$ cat config.mk
export PLATFORM = sky130hd
export DESIGN_NAME = xio_rx
export DESIGN_NICKNAME = d
export VERILOG_FILES = /design/src/rtl/xio_rx.sv
export SDC_FILE = /design/constraint.sdc
export NUM_CORES = 1
export LEC_CHECK = 0
export ABC_AREA = 1
export ABC_CLOCK_PERIOD_IN_PS = 2400
export CAP_MARGIN = 20
export CORE_ASPECT_RATIO = 0.7
export CORE_MARGIN = 2
export CORE_UTILIZATION = 40
export DETAILED_ROUTE_END_ITERATION = 7
export PLACE_DENSITY = 0.63
export SLEW_MARGIN = 15
export SYNTH_ARGS = -nofsm -noshare
export SYNTH_HDL_FRONTEND = slang
export SYNTH_SLANG_ARGS = --single-unit
$ cat constraint.sdc
create_clock -name clk -period 2.4 [get_ports clk]
set_input_delay 0.72 -clock clk [delete_from_list [all_inputs] [get_ports clk]]
set_output_delay 0.72 -clock clk [all_outputs]
set_load 0.02 [all_outputs]
$ cat src/rtl/xio_rx.sv
// Receive side of the xio parallel link: synchronises the sender's RTS/strobe,
// rebuilds each frame into a command plus 32-bit word, and flags malformed frames.
module xio_rx #(
   parameter logic [3:0] CMD_PAYLOAD = 4'h1
) (
   input  logic        clk,
   input  logic        rst_n,
   input  logic [7:0]  rData,
   input  logic        rRts,
   input  logic        rClk,
   output logic        rCts,
   output logic [3:0]  cmdOut,
   output logic [31:0] dataOut,
   output logic        outValid,
   input  logic        outReady,
   output logic        errValid,
   output logic [1:0]  errCode
);

   typedef enum logic [2:0] {
      ST_IDLE  = 3'd0,
      ST_CMD   = 3'd1,
      ST_DATA  = 3'd2,
      ST_END   = 3'd3,
      ST_DRAIN = 3'd4
   } state_t;

   localparam logic [1:0] ERR_BADCMD = 2'd1;
   localparam logic [1:0] ERR_SHORT  = 2'd2;
   localparam logic [1:0] ERR_LONG   = 2'd3;

   logic       rts_s1_q, rts_s2_q;
   logic       clk_s1_q, clk_s2_q, clk_s3_q;
   logic [7:0] data_p1_q, data_p2_q;

   state_t      state_q, state_d;
   logic [3:0]  cmd_q, cmd_d;
   logic [31:0] data_q, data_d;
   logic [2:0]  count_q, count_d;
   logic        rcts_q, rcts_d;
   logic [3:0]  cmd_out_q, cmd_out_d;
   logic [31:0] data_out_q, data_out_d;
   logic        out_valid_q, out_valid_d;
   logic        err_valid_q, err_valid_d;
   logic [1:0]  err_code_q, err_code_d;

   logic       rts_s;
   logic       clk_rise_s;
   logic [7:0] byte_s;

   assign rts_s      = rts_s2_q;
   assign clk_rise_s = clk_s2_q & ~clk_s3_q;
   assign byte_s     = data_p2_q;

   // Synchronisers for the asynchronous link inputs; data pipeline tracks the strobe path.
   always_ff @(posedge clk) begin
      if (!rst_n) begin
         rts_s1_q  <= 1'b0;
         rts_s2_q  <= 1'b0;
         clk_s1_q  <= 1'b0;
         clk_s2_q  <= 1'b0;
         clk_s3_q  <= 1'b0;
         data_p1_q <= 8'h00;
         data_p2_q <= 8'h00;
      end else begin
         rts_s1_q  <= rRts;
         rts_s2_q  <= rts_s1_q;
         clk_s1_q  <= rClk;
         clk_s2_q  <= clk_s1_q;
         clk_s3_q  <= clk_s2_q;
         data_p1_q <= rData;
         data_p2_q <= data_p1_q;
      end
   end

   // Frame state, assembly registers and registered outputs.
   always_ff @(posedge clk) begin
      if (!rst_n) begin
         state_q     <= ST_IDLE;
         cmd_q       <= 4'h0;
         data_q      <= 32'h0000_0000;
         count_q     <= 3'd0;
         rcts_q      <= 1'b0;
         cmd_out_q   <= 4'h0;
         data_out_q  <= 32'h0000_0000;
         out_valid_q <= 1'b0;
         err_valid_q <= 1'b0;
         err_code_q  <= 2'd0;
      end else begin
         state_q     <= state_d;
         cmd_q       <= cmd_d;
         data_q      <= data_d;
         count_q     <= count_d;
         rcts_q      <= rcts_d;
         cmd_out_q   <= cmd_out_d;
         data_out_q  <= data_out_d;
         out_valid_q <= out_valid_d;
         err_valid_q <= err_valid_d;
         err_code_q  <= err_code_d;
      end
   end

   // Next-state logic: a byte arriving in the same cycle as RTS falling is handled first.
   always_comb begin
      state_d     = state_q;
      cmd_d       = cmd_q;
      data_d      = data_q;
      count_d     = count_q;
      cmd_out_d   = cmd_out_q;
      data_out_d  = data_out_q;
      out_valid_d = out_valid_q & ~outReady;
      err_valid_d = 1'b0;
      err_code_d  = 2'd0;
      rcts_d      = 1'b0;

      case (state_q)
         ST_IDLE: begin
            if (rts_s && rcts_q) begin
               state_d = ST_CMD;
            end else begin
               state_d = ST_IDLE;
            end
         end
         ST_CMD: begin
            if (clk_rise_s) begin
               if (byte_s[7:4] != 4'h0) begin
                  err_valid_d = 1'b1;
                  err_code_d  = ERR_BADCMD;
                  state_d     = ST_DRAIN;
               end else begin
                  cmd_d   = byte_s[3:0];
                  data_d  = 32'h0000_0000;
                  count_d = 3'd0;
                  state_d = (byte_s[3:0] == CMD_PAYLOAD) ? ST_DATA : ST_END;
               end
            end else if (!rts_s) begin
               err_valid_d = 1'b1;
               err_code_d  = ERR_SHORT;
               state_d     = ST_IDLE;
            end else begin
               state_d = ST_CMD;
            end
         end
         ST_DATA: begin
            if (clk_rise_s) begin
               data_d  = {data_q[23:0], byte_s};
               count_d = count_q + 3'd1;
               state_d = (count_q == 3'd3) ? ST_END : ST_DATA;
            end else if (!rts_s) begin
               err_valid_d = 1'b1;
               err_code_d  = ERR_SHORT;
               state_d     = ST_IDLE;
            end else begin
               state_d = ST_DATA;
            end
         end
         ST_END: begin
            if (clk_rise_s) begin
               err_valid_d = 1'b1;
               err_code_d  = ERR_LONG;
               state_d     = ST_DRAIN;
            end else if (!rts_s) begin
               cmd_out_d   = cmd_q;
               data_out_d  = data_q;
               out_valid_d = 1'b1;
               state_d     = ST_IDLE;
            end else begin
               state_d = ST_END;
            end
         end
         ST_DRAIN: begin
            if (!rts_s) begin
               state_d = ST_IDLE;
            end else begin
               state_d = ST_DRAIN;
            end
         end
         default: begin
            state_d = ST_IDLE;
         end
      endcase

      // CTS in idle stays low through the handshake cycle so a new RTS waits one clock.
      case (state_d)
         ST_IDLE:          rcts_d = ~out_valid_q & ~out_valid_d;
         ST_CMD, ST_DATA:  rcts_d = 1'b1;
         default:          rcts_d = 1'b0;
      endcase
   end

   assign rCts     = rcts_q;
   assign cmdOut   = cmd_out_q;
   assign dataOut  = data_out_q;
   assign outValid = out_valid_q;
   assign errValid = err_valid_q;
   assign errCode  = err_code_q;

endmodule
==> results of run 1 <==
cell usage in the layout (no fill, tap or decap), types with 2 or more instances in the layout:
master | synthesis | final
nor2_4 | 3 | 3
clkbuf_16 | 0 | 9
clkdlybuf4s50_1 | 0 | 52
clkinvlp_4 | 0 | 4
nor2_8 | 2 | 2
o21ai_1 | 29 | 29
inv_1 | 34 | 34
inv_6 | 1 | 2
nand3_1 | 7 | 7
ha_1 | 2 | 2
inv_2 | 4 | 4
buf_4 | 4 | 4
a21oi_1 | 44 | 44
nor2_1 | 121 | 120
dfxtp_1 | 104 | 104
o21ai_0 | 46 | 46
nand2_1 | 41 | 41
worst paths after layout:
kind	end	start	cells past startpoint	slack [ns]
max	dataOut[0]	dataOut[0]	1	0.39
min	clk_s2_q	clk_s1_q	2	0.41
max reg2reg	data_q[25]	state_q[2]	9	0.71
min reg2reg	clk_s2_q	clk_s1_q	2	0.41
final cells by class:
cell class,count,area share [%]
well taps,124,3.35
multi-input cells,301,29.8
flip-flops and latches,104,44.9
clock inverters,6,0.945
clock buffers,10,5.16
repair buffers,58,12.4
inverters,40,3.40
report_power, final:
group / internal [W] / switching (W)
logic: 0.0000379 / 0.0000504
clock network: 0.000733 / 0.000636
registers: 0.00174 / 0.0000106
worst reg2reg max path, cell delays in order, from the launching register on:
cell and delay [ns]:
dfxtp_1 0.37, inv_2 0.09, nand2_1 0.08, nor2_4 0.15, inv_4 0.07, nor2_8 0.20, nor2_8 0.09, buf_4 0.22
a21oi_1 0.24, nor2_1 0.08
per-stage QoR:
step	cells	util (%)	area [sq um]	total power (W)	hold WS [ns]
after floorplan	471	-	3760	0.00184	0.386
after global placement	627	47.8	4350	0.00188	0.396
after detailed placement	627	47.8	4350	0.00188	0.395
after CTS	643	50.9	4630	0.00325	0.411
after global routing	643	50.9	4630	0.00334	0.436
final	643	50.9	4630	0.00321	0.410
flip-flops by register name, indices dropped and copies added (netlist names):
register / cells
rts_s: 1
data_p1_q: 8
state_q: 3
clk_s3_q: 1
rts_s1_q: 1
cmd_q: 4
clk_s1_q: 1
count_q: 3
errCode: 2
dataOut: 32
cmdOut: 4
errValid: 1
outValid: 1
clk_s2_q: 1
rCts: 1
data_q: 32
byte_s: 8
routing by layer:
layer / share of wire [%] / vias to the layer above
met5: 0 / -
met2: 41 / 61
met4: 0.98 / 0
met1: 53 / 1369
met3: 4.8 / 8
li1: - / 1588
cells by family (layout without fill, tap and decap cells):
group	count (synthesis)	after routing
buffers and inverters	66	114
AND/OR/NAND/NOR	179	179
AO/OA/AOI/OAI	120	120
adder cells (fa/ha/maj)	2	2
flip-flops	104	104
==> impl_metrics.csv, run 1 <==
group,metric,value,unit
status,outcome,"complete, no violations",
grt,groute.usage.overall,16.7,%
timing,setup_slack,0.392,ns
timing,tightest_slew,0.662,ns
routing,wl_per_cell,12.4,um
power_and_ir_drop,vdd_drop_max,0.345,mV
floorplan,io_pins,54,
grt,antenna_found_initial,0,
timing,rsz0062_at_grt,"false",
logic_synthesis,ys_types,25,
logic_synthesis,synth_xor_area_share,0,%
worst_setup_path,timing_worst_setup_path_type,"reg -> out",
floorplan,dieArea,10200,sq um
logic_synthesis,synth_mux_area_share,0,%
worst_setup_path,crit_slowest_cell,"clkdlybuf4s50_1",
logic_synthesis,synthCells,471,
logic_synthesis,synth_nets,486,
logic_synthesis,synth_most_common_cell,"nor2_1",
logic_synthesis,synth_top_family_by_area,"simple AND/OR/NAND/NOR gates",
timing,timing.final.crit_share,83.7,%
place,gp_congestion,0.782,
cts,clockRootBuffer,"clkbuf_16",
place,dp_hpwl,5.24,mm
logic_synthesis,synth_common_cells,"nor2_1 (121), dfxtp_1 (104), o21ai_0 (46)",
cts,hold_buffers,0,
routing,routed_wl,7.97,mm
timing,drv_slew,0,
cts,cts_setup_buffers,0,
grt,grt_max_degree,56,
grt,met3_usage,5.17,%
worst_setup_path,critPathTopFamily,"buffers and inverters",
worst_setup_path,crit_arrival,1.29,ns
logic_synthesis,synth_simple_gate_area_share,20.0,%
routing,drc,0,
logic_synthesis,yosys.area.top_type_share,55.4,%
cts,cts_sinks,104,
cts,numCtsBuffers,9,
floorplan,coreArea,9110,sq um
cells_and_area,drive_above_1_share,7.13,%
place,port_buffers,53,
cts,cts_tree,"built",
worst_setup_path,path_cells,"clkdlybuf4s50_1",
logic_synthesis,synth-seq-area-share,55.4,%
cts,cts.clk_slew.worst_paths,0.07,ns
worst_setup_path,cp-start-kind,"flop",
floorplan,die_width,120,um
logic_synthesis,synth_top_area_cell,"dfxtp_1",
power_and_ir_drop,powerDensity,693,nW/um^2
worst_setup_path,cp_num_buf_inv,1,
floorplan,row_count,29,
routing,via_per_inst,4.71,
logic_synthesis,synth-edff-count,0,
cells_and_area,multi_input_area,1380,sq um
timing,fmax,498,MHz
min_path,hp-class,"reg -> reg",
grt,grt-ovfl-total,0,
grt,gr-usage-met1,23.6,%
cts,cts_resized,0,
worst_setup_path,cp-end-kind,"primary output",
floorplan,start_util,41.3,%
logic_synthesis,synth_warnings,0,
logic_synthesis,async_reset_ff_share,0,%
timing,setup_viol,0,
timing,fin_setup_tns,0,ns
cells_and_area,diodes,0,
cells_and_area,n_fill_cell,861,
run,maxCapViolations,0,
cts,cts_max_path_buffers,2,
grt,grt_pass1_wl,13.6,mm
grt,grt.busiest_layer,"met2",
place,place_ws,0.727,ns
logic_synthesis,netlist_area,3760,sq um
logic_synthesis,ys_seq_elements,104,
power_and_ir_drop,p_leak,2.21,nW
cells_and_area,nNetsFinal,529,
timing,clock_skew,0.00903,ns
timing,timing_hold_violations_final,0,
cells_and_area,syn2layout_area_growth,23.3,%
routing,num_vias,3026,
logic_synthesis,syn_avg_cell_area,7.98,sq um
worst_setup_path,path_max_fanout,2,
cts,cts_max_level,3,
floorplan,die_y,85.1,um
routing,drt_iter0_drc,198,
routing,ant_nets,0,
cts,clk_latency,0.34,ns
logic_synthesis,synth_compound_area_share,16.0,%
worst_setup_path,max_stage_delay,0.62,ns
logic_synthesis,ys_dominant_reg_cell,"dfxtp_1",
logic_synthesis,synthAdderAreaFrac,0.666,%
timing,relSlewSlack,55.8,%
routing,dr.pass1.iters,4,
grt,met2_usage,24.5,%
worst_setup_path,required,1.68,ns
timing,layout_min_cycle_time,2.01,ns
cells_and_area,ff_latch_area,2080,sq um
grt,grt_pass1_vias,2869,
logic_synthesis,synth_area_leaders,"dfxtp_1 (55%), nor2_1 (12%), o21ai_0 (6.1%), a21oi_1 (5.9%), nand2_1 (4.1%)",
Note: power is estimated with default switching activity, not from simulation.
==> run 2: changes to the inputs <==
--- a/config.mk
+++ b/config.mk
@@ -6,7 +6,7 @@
 export NUM_CORES = 1
 export LEC_CHECK = 0
 export ABC_AREA = 1
-export ABC_CLOCK_PERIOD_IN_PS = 2400
+export ABC_CLOCK_PERIOD_IN_PS = 1900
 export CAP_MARGIN = 20
 export CORE_ASPECT_RATIO = 0.7
 export CORE_MARGIN = 2
==> constraint.sdc (replaced) <==
create_clock -name clk -period 1.9 [get_ports clk]
set_input_delay 0.57 -clock clk [delete_from_list [all_inputs] [get_ports clk]]
set_output_delay 0.57 -clock clk [all_outputs]
set_load 0.02 [all_outputs]
==> run 2 against run 1 <==
Setup slack got worse by 0.35 ns. Critical path type unchanged. Via count fell by 0.43%. Final cell count increased by 0.31%. Cell area up 0.86%. Flip-flop and latch count unchanged. Largest cell class unchanged. Register-to-register slack worse by 0.43 ns. Die area stayed put. Power rose by 30%. Clock skew about the same. First-iteration DRC count decreased by 23%. Non-clock buffer count up 2.
==> impl_metrics.csv, run 2 (synthesis results as in run 1) <==
group,metric,value,unit
status,outcome,"complete, no violations",
cells_and_area,nNetsFinal,531,
worst_setup_path,crit_slowest_cell,"clkdlybuf4s50_1",
grt,antenna_found_initial,0,
min_path,whs_endpoint,"byte_s[3]",
cells_and_area,multi_input_area,1380,sq um
timing,layout_min_cycle_time,1.86,ns
worst_setup_path,path_cells,"clkdlybuf4s50_1",
timing,setup_slack,0.0444,ns
place,gp_congestion,0.833,
grt,grt_pass1_wl,13.8,mm
floorplan,row_count,29,
grt,grt_pass1_vias,2917,
timing,relSlewSlack,59.4,%
cells_and_area,utilization,51.3,%
worst_setup_path,max_stage_delay,0.61,ns
cts,cts_sinks,104,
cells_and_area,layout_common_cells,"nor2_1 (120), dfxtp_1 (104), o21ai_0 (46)",
worst_setup_path,reg2reg_to,"rCts",
min_path,hold_depth,2,
worst_setup_path,cp_num_buf_inv,1,
place,dp_hpwl,5.38,mm
routing,wl_per_cell,12.5,um
cts,cts.clk_slew.worst_paths,0.07,ns
min_path,hold_start,"data_p1_q[3]",
power_and_ir_drop,p_leak,2.37,nW
worst_setup_path,critPathTopFamily,"buffers and inverters",
grt,groute.usage.overall,17.0,%
grt,grt-ovfl-total,0,
worst_setup_path,r2r_setup_slack,0.28,ns
floorplan,dieArea,10200,sq um
timing,rsz0062_at_grt,"false",
min_path,hp-class,"reg -> reg",
timing,fin_setup_tns,0,ns
worst_setup_path,crit_arrival,1.29,ns
worst_setup_path,reg2reg_depth,8,
place,port_buffers,53,
timing,timing.final.crit_share,97.7,%
cells_and_area,mostFrequentLayoutCell,"nor2_1",
floorplan,start_util,41.3,%
timing,fmax,539,MHz
cts,clockRootBuffer,"clkbuf_16",
place,place_ws,0.264,ns
timing,drv_slew,0,
routing,num_vias,3013,
cells_and_area,n_fill_cell,869,
routing,dr.pass1.iters,4,
cells_and_area,ff_latch_area,2080,sq um
cts,cts_setup_buffers,0,
worst_setup_path,path_max_fanout,2,
run,maxCapViolations,0,
grt,grt_max_degree,38,
timing,setup_viol,0,
cts,cts_max_path_buffers,2,
worst_setup_path,timing_worst_setup_path_type,"reg -> out",
cts,hold_buffers,0,
floorplan,coreArea,9110,sq um
cts,cts_tree,"built",
routing,ant_nets,0,
routing,drc,0,
cts,cts_max_level,3,
cells_and_area,diodes,0,
floorplan,die_y,85.1,um
cells_and_area,drive_above_1_share,7.29,%
power_and_ir_drop,powerDensity,896,nW/um^2
floorplan,io_pins,54,
routing,via_per_inst,4.67,
routing,drt_iter0_drc,153,
timing,timing_hold_violations_final,0,
cells_and_area,syn2layout_area_growth,24.3,%
power_and_ir_drop,power,0.00419,W
power_and_ir_drop,vdd_drop_max,0.559,mV
floorplan,die_width,120,um
worst_setup_path,cp-end-kind,"primary output",
worst_setup_path,r2r_start,"state_q[2]",
routing,routed_wl,8.05,mm
worst_setup_path,cp-start-kind,"flop",
worst_setup_path,required,1.33,ns
cts,clk_latency,0.35,ns
timing,clock_skew,0.00924,ns
cts,cts_resized,0,
cts,numCtsBuffers,9,
timing,tightest_slew,0.610,ns
[run 2: cell types whose count changed in the layout (fill, tap and decap cells not counted)]
cell / delta
clkinvlp_4: -4
clkbuf_1: +1
inv_6: +2
bufinv_16: +1
clkbuf_8: -1
clkinv_2: -1
clkinv_4: +2
clkdlybuf4s50_1: -7
buf_12: -1
buf_4: +3
dlymetal6s2s_1: +7
[run 2: worst max-delay path by stage]
| stage | endpoint | start | slack, ns | depth (start not counted) |
|---|---|---|---|---|
| floorplan | data_q[10] | state_q[2] | 0.57 | 9 |
| global placement | rCts | state_q[2] | 0.34 | 8 |
| detailed placement | rCts | state_q[2] | 0.26 | 8 |
| finish | dataOut[27] | dataOut[27] | 0.04 | 1 |
| global route | dataOut[26] | dataOut[26] | 0.002 | 1 |
| CTS | dataOut[0] | dataOut[0] | 0.004 | 1 |
[run 2: per-stage QoR]
stage | instances | cell area, sq um | hold WS [ns]
6_report | 645 | 4670 | 0.416
3_5_place_dp | 629 | 4350 | 0.405
5_1_grt | 645 | 4670 | 0.440
2_1_floorplan | 471 | 3760 | 0.386
3_3_place_gp | 629 | 4350 | 0.394
4_1_cts | 645 | 4660 | 0.420
[run 2: report_power, final]
| part | internal [W] | switching, W |
|---|---|---|
| Clock | 0.00104 | 0.000819 |
| Sequential | 0.00220 | 0.0000131 |
| Combinational | 0.0000478 | 0.0000658 |
[run 2: area by class of cell]
| type | instances | area share [%] |
|---|---|---|
| sequential | 104 | 44.6 |
| multi-input combinational | 301 | 29.5 |
| timing repair buffer | 60 | 12.7 |
| clock buffer | 10 | 4.90 |
| inverter | 40 | 3.37 |
| tap | 124 | 3.32 |
| clock inverter | 6 | 1.58 |
[run 2: layer usage]
layer  wire length, um  up-vias  GRT usage (%)
li1                  -     1597              -
met1              4250     1345           23.7
met2              3330       67           24.6
met3               426        4           4.91
met4                39        0           7.06
met5                 0        -              0
[run 2: worst register-to-register path: cells and delay by family, from the launching register on]
family                 cells  cell delay (ns)
AND/OR/NAND/NOR            6             0.58
flip-flops                 1             0.46
buffers and inverters      2             0.50
==> run 3: changes to the inputs <==
--- a/config.mk
+++ b/config.mk
@@ -6,7 +6,7 @@
 export NUM_CORES = 1
 export LEC_CHECK = 0
 export ABC_AREA = 1
-export ABC_CLOCK_PERIOD_IN_PS = 1900
+export ABC_CLOCK_PERIOD_IN_PS = 2000
 export CAP_MARGIN = 20
 export CORE_ASPECT_RATIO = 0.7
 export CORE_MARGIN = 2
==> constraint.sdc (replaced) <==
create_clock -name clk -period 2 [get_ports clk]
set_input_delay 0.6 -clock clk [delete_from_list [all_inputs] [get_ports clk]]
set_output_delay 0.6 -clock clk [all_outputs]
set_load 0.02 [all_outputs]
==> run 3 against run 2 <==
Cell area shrank 0.21%. First-iteration DRC count grew 30%. Sequential share of layout area grew 0.096 points. Clock power is essentially flat. Highest routed layer unchanged.
==> impl_metrics.csv, run 3 (synthesis results as in run 1) <==
group,metric,value,unit
timing,tightest_slew,0.604,ns
power_and_ir_drop,powerDensity,869,nW/um^2
grt,antenna_found_initial,0,
routing,drc,0,
floorplan,coreArea,9110,sq um
cells_and_area,syn2layout_area_growth,24.1,%
timing,hold_ws,0.410,ns
grt,grt_pass1_vias,2907,
worst_setup_path,cp_num_buf_inv,1,
worst_setup_path,crit_arrival,1.31,ns
cts,cts_setup_buffers,0,
cts,hold_buffers,0,
place,port_buffers,53,
routing,wl_per_cell,12.7,um
floorplan,io_pins,54,
place,dp_cells,629,
routing,drt_iter0_drc,199,
cells_and_area,final_cells,644,
timing,fmax,524,MHz
place,gp_congestion,0.777,
power_and_ir_drop,vdd_drop_max,0.716,mV
worst_setup_path,required,1.40,ns
power_and_ir_drop,clkPwrFrac,45.4,%
power_and_ir_drop,combPwrFrac,2.7,%
grt,grt-ovfl-total,0,
cells_and_area,diodes,0,
cts,clk_latency,0.34,ns
floorplan,die_width,120,um
cells_and_area,nNetsFinal,531,
power_and_ir_drop,switchingPower,0.000823,W
grt,groute.usage.overall,17.6,%
power_and_ir_drop,intPower,0.00323,W
cells_and_area,mostFrequentLayoutCell,"nor2_1",
worst_setup_path,max_stage_delay,0.63,ns
routing,via_per_inst,4.78,
status,outcome,"complete, no violations",
timing,layout_min_cycle_time,1.91,ns
worst_setup_path,critPathTopFamily,"buffers and inverters",
timing,relSlewSlack,59.7,%
cts,numCtsBuffers,9,
power_and_ir_drop,pwr-share-seq,52.0,%
routing,routed_wl,8.15,mm
grt,grt_pass1_wl,14.1,mm
worst_setup_path,crit_slowest_cell,"clkdlybuf4s50_1",
cells_and_area,layout_common_cells,"nor2_1 (120), dfxtp_1 (104), clkdlybuf4s50_1 (52)",
worst_setup_path,timing_worst_setup_path_type,"reg -> out",
timing,rsz0062_at_grt,"false",
cts,clockRootBuffer,"clkbuf_16",
cts,cts_tree,"built",
floorplan,die_y,85.1,um
run,maxCapViolations,0,
power_and_ir_drop,p_leak,2.24,nW
timing,setup_viol,0,
cts,cts_sinks,104,
routing,dr.pass1.iters,5,
cts,cts_max_path_buffers,2,
cts,cts_max_level,3,
timing,timing_hold_violations_final,0,
routing,num_vias,3078,
power_and_ir_drop,p_sw_share,20.3,%
routing,ant_nets,0,
cells_and_area,drive_above_1_share,7.12,%
timing,timing.final.crit_share,95.4,%
worst_setup_path,path_max_fanout,2,
floorplan,start_util,41.3,%
grt,grt_max_degree,38,
timing,fin_setup_tns,0,ns
cts,cts.clk_slew.worst_paths,0.07,ns
worst_setup_path,cp-end-kind,"primary output",
worst_setup_path,cp-start-kind,"flop",
min_path,hp-class,"reg -> reg",
floorplan,dieArea,10200,sq um
floorplan,row_count,29,
timing,clock_skew,0.00894,ns
place,dp_hpwl,5.42,mm
timing,drv_slew,0,
worst_setup_path,path_cells,"clkdlybuf4s50_1",
cts,cts_resized,0,
-- run 3: area by class of cell --
cell class	instances	area (sq um)
clock buffer	10	229
clock inverter	5	81.3
fill	860	4440
inverter	40	158
multi-input combinational	301	1380
sequential	104	2080
tap	124	155
timing repair buffer	60	578
-- run 3: stage by stage --
| stage | setup WS, ns | total power [W] | utilization [%] | instance area (sq um) |
|---|---|---|---|---|
| 3_5_place_dp | 0.396 | 0.00226 | 47.8 | 4350 |
| 4_1_cts | 0.0775 | 0.00409 | 51.2 | 4660 |
| 5_1_grt | 0.0522 | 0.00419 | 51.2 | 4660 |
| 2_1_floorplan | 0.668 | 0.00221 | - | 3760 |
| 3_3_place_gp | 0.425 | 0.00226 | 47.8 | 4350 |
| 6_report | 0.0912 | 0.00405 | 51.2 | 4660 |
-- run 3: final timing paths --
kind | startpoint | to | slack (ns) | cells past startpoint
hold / removal | clk_s1_q | clk_s2_q | 0.41 | 2
hold reg to reg | clk_s1_q | clk_s2_q | 0.41 | 2
setup reg to reg | state_q[2] | rCts | 0.40 | 8
setup / recovery | cmdOut[3] | cmdOut[3] | 0.09 | 1
-- run 3: layer usage --
| metal | GRT usage, % | part of all wire, % |
|---|---|---|
| met1 | 24.9 | 54 |
| met2 | 25.4 | 40 |
| met3 | 5.78 | 4.8 |
| met4 | 5.45 | 1.0 |
| met5 | 0 | 0 |
-- run 3: power groups by stage --
stage,combinational (W),sequential [W],clock (W)
floorplan,0.0000611,0.00215,0
global placement,0.000108,0.00215,0
detailed placement,0.000108,0.00215,0
CTS,0.000109,0.00211,0.00188
global route,0.000123,0.00211,0.00196
finish,0.000109,0.00211,0.00184
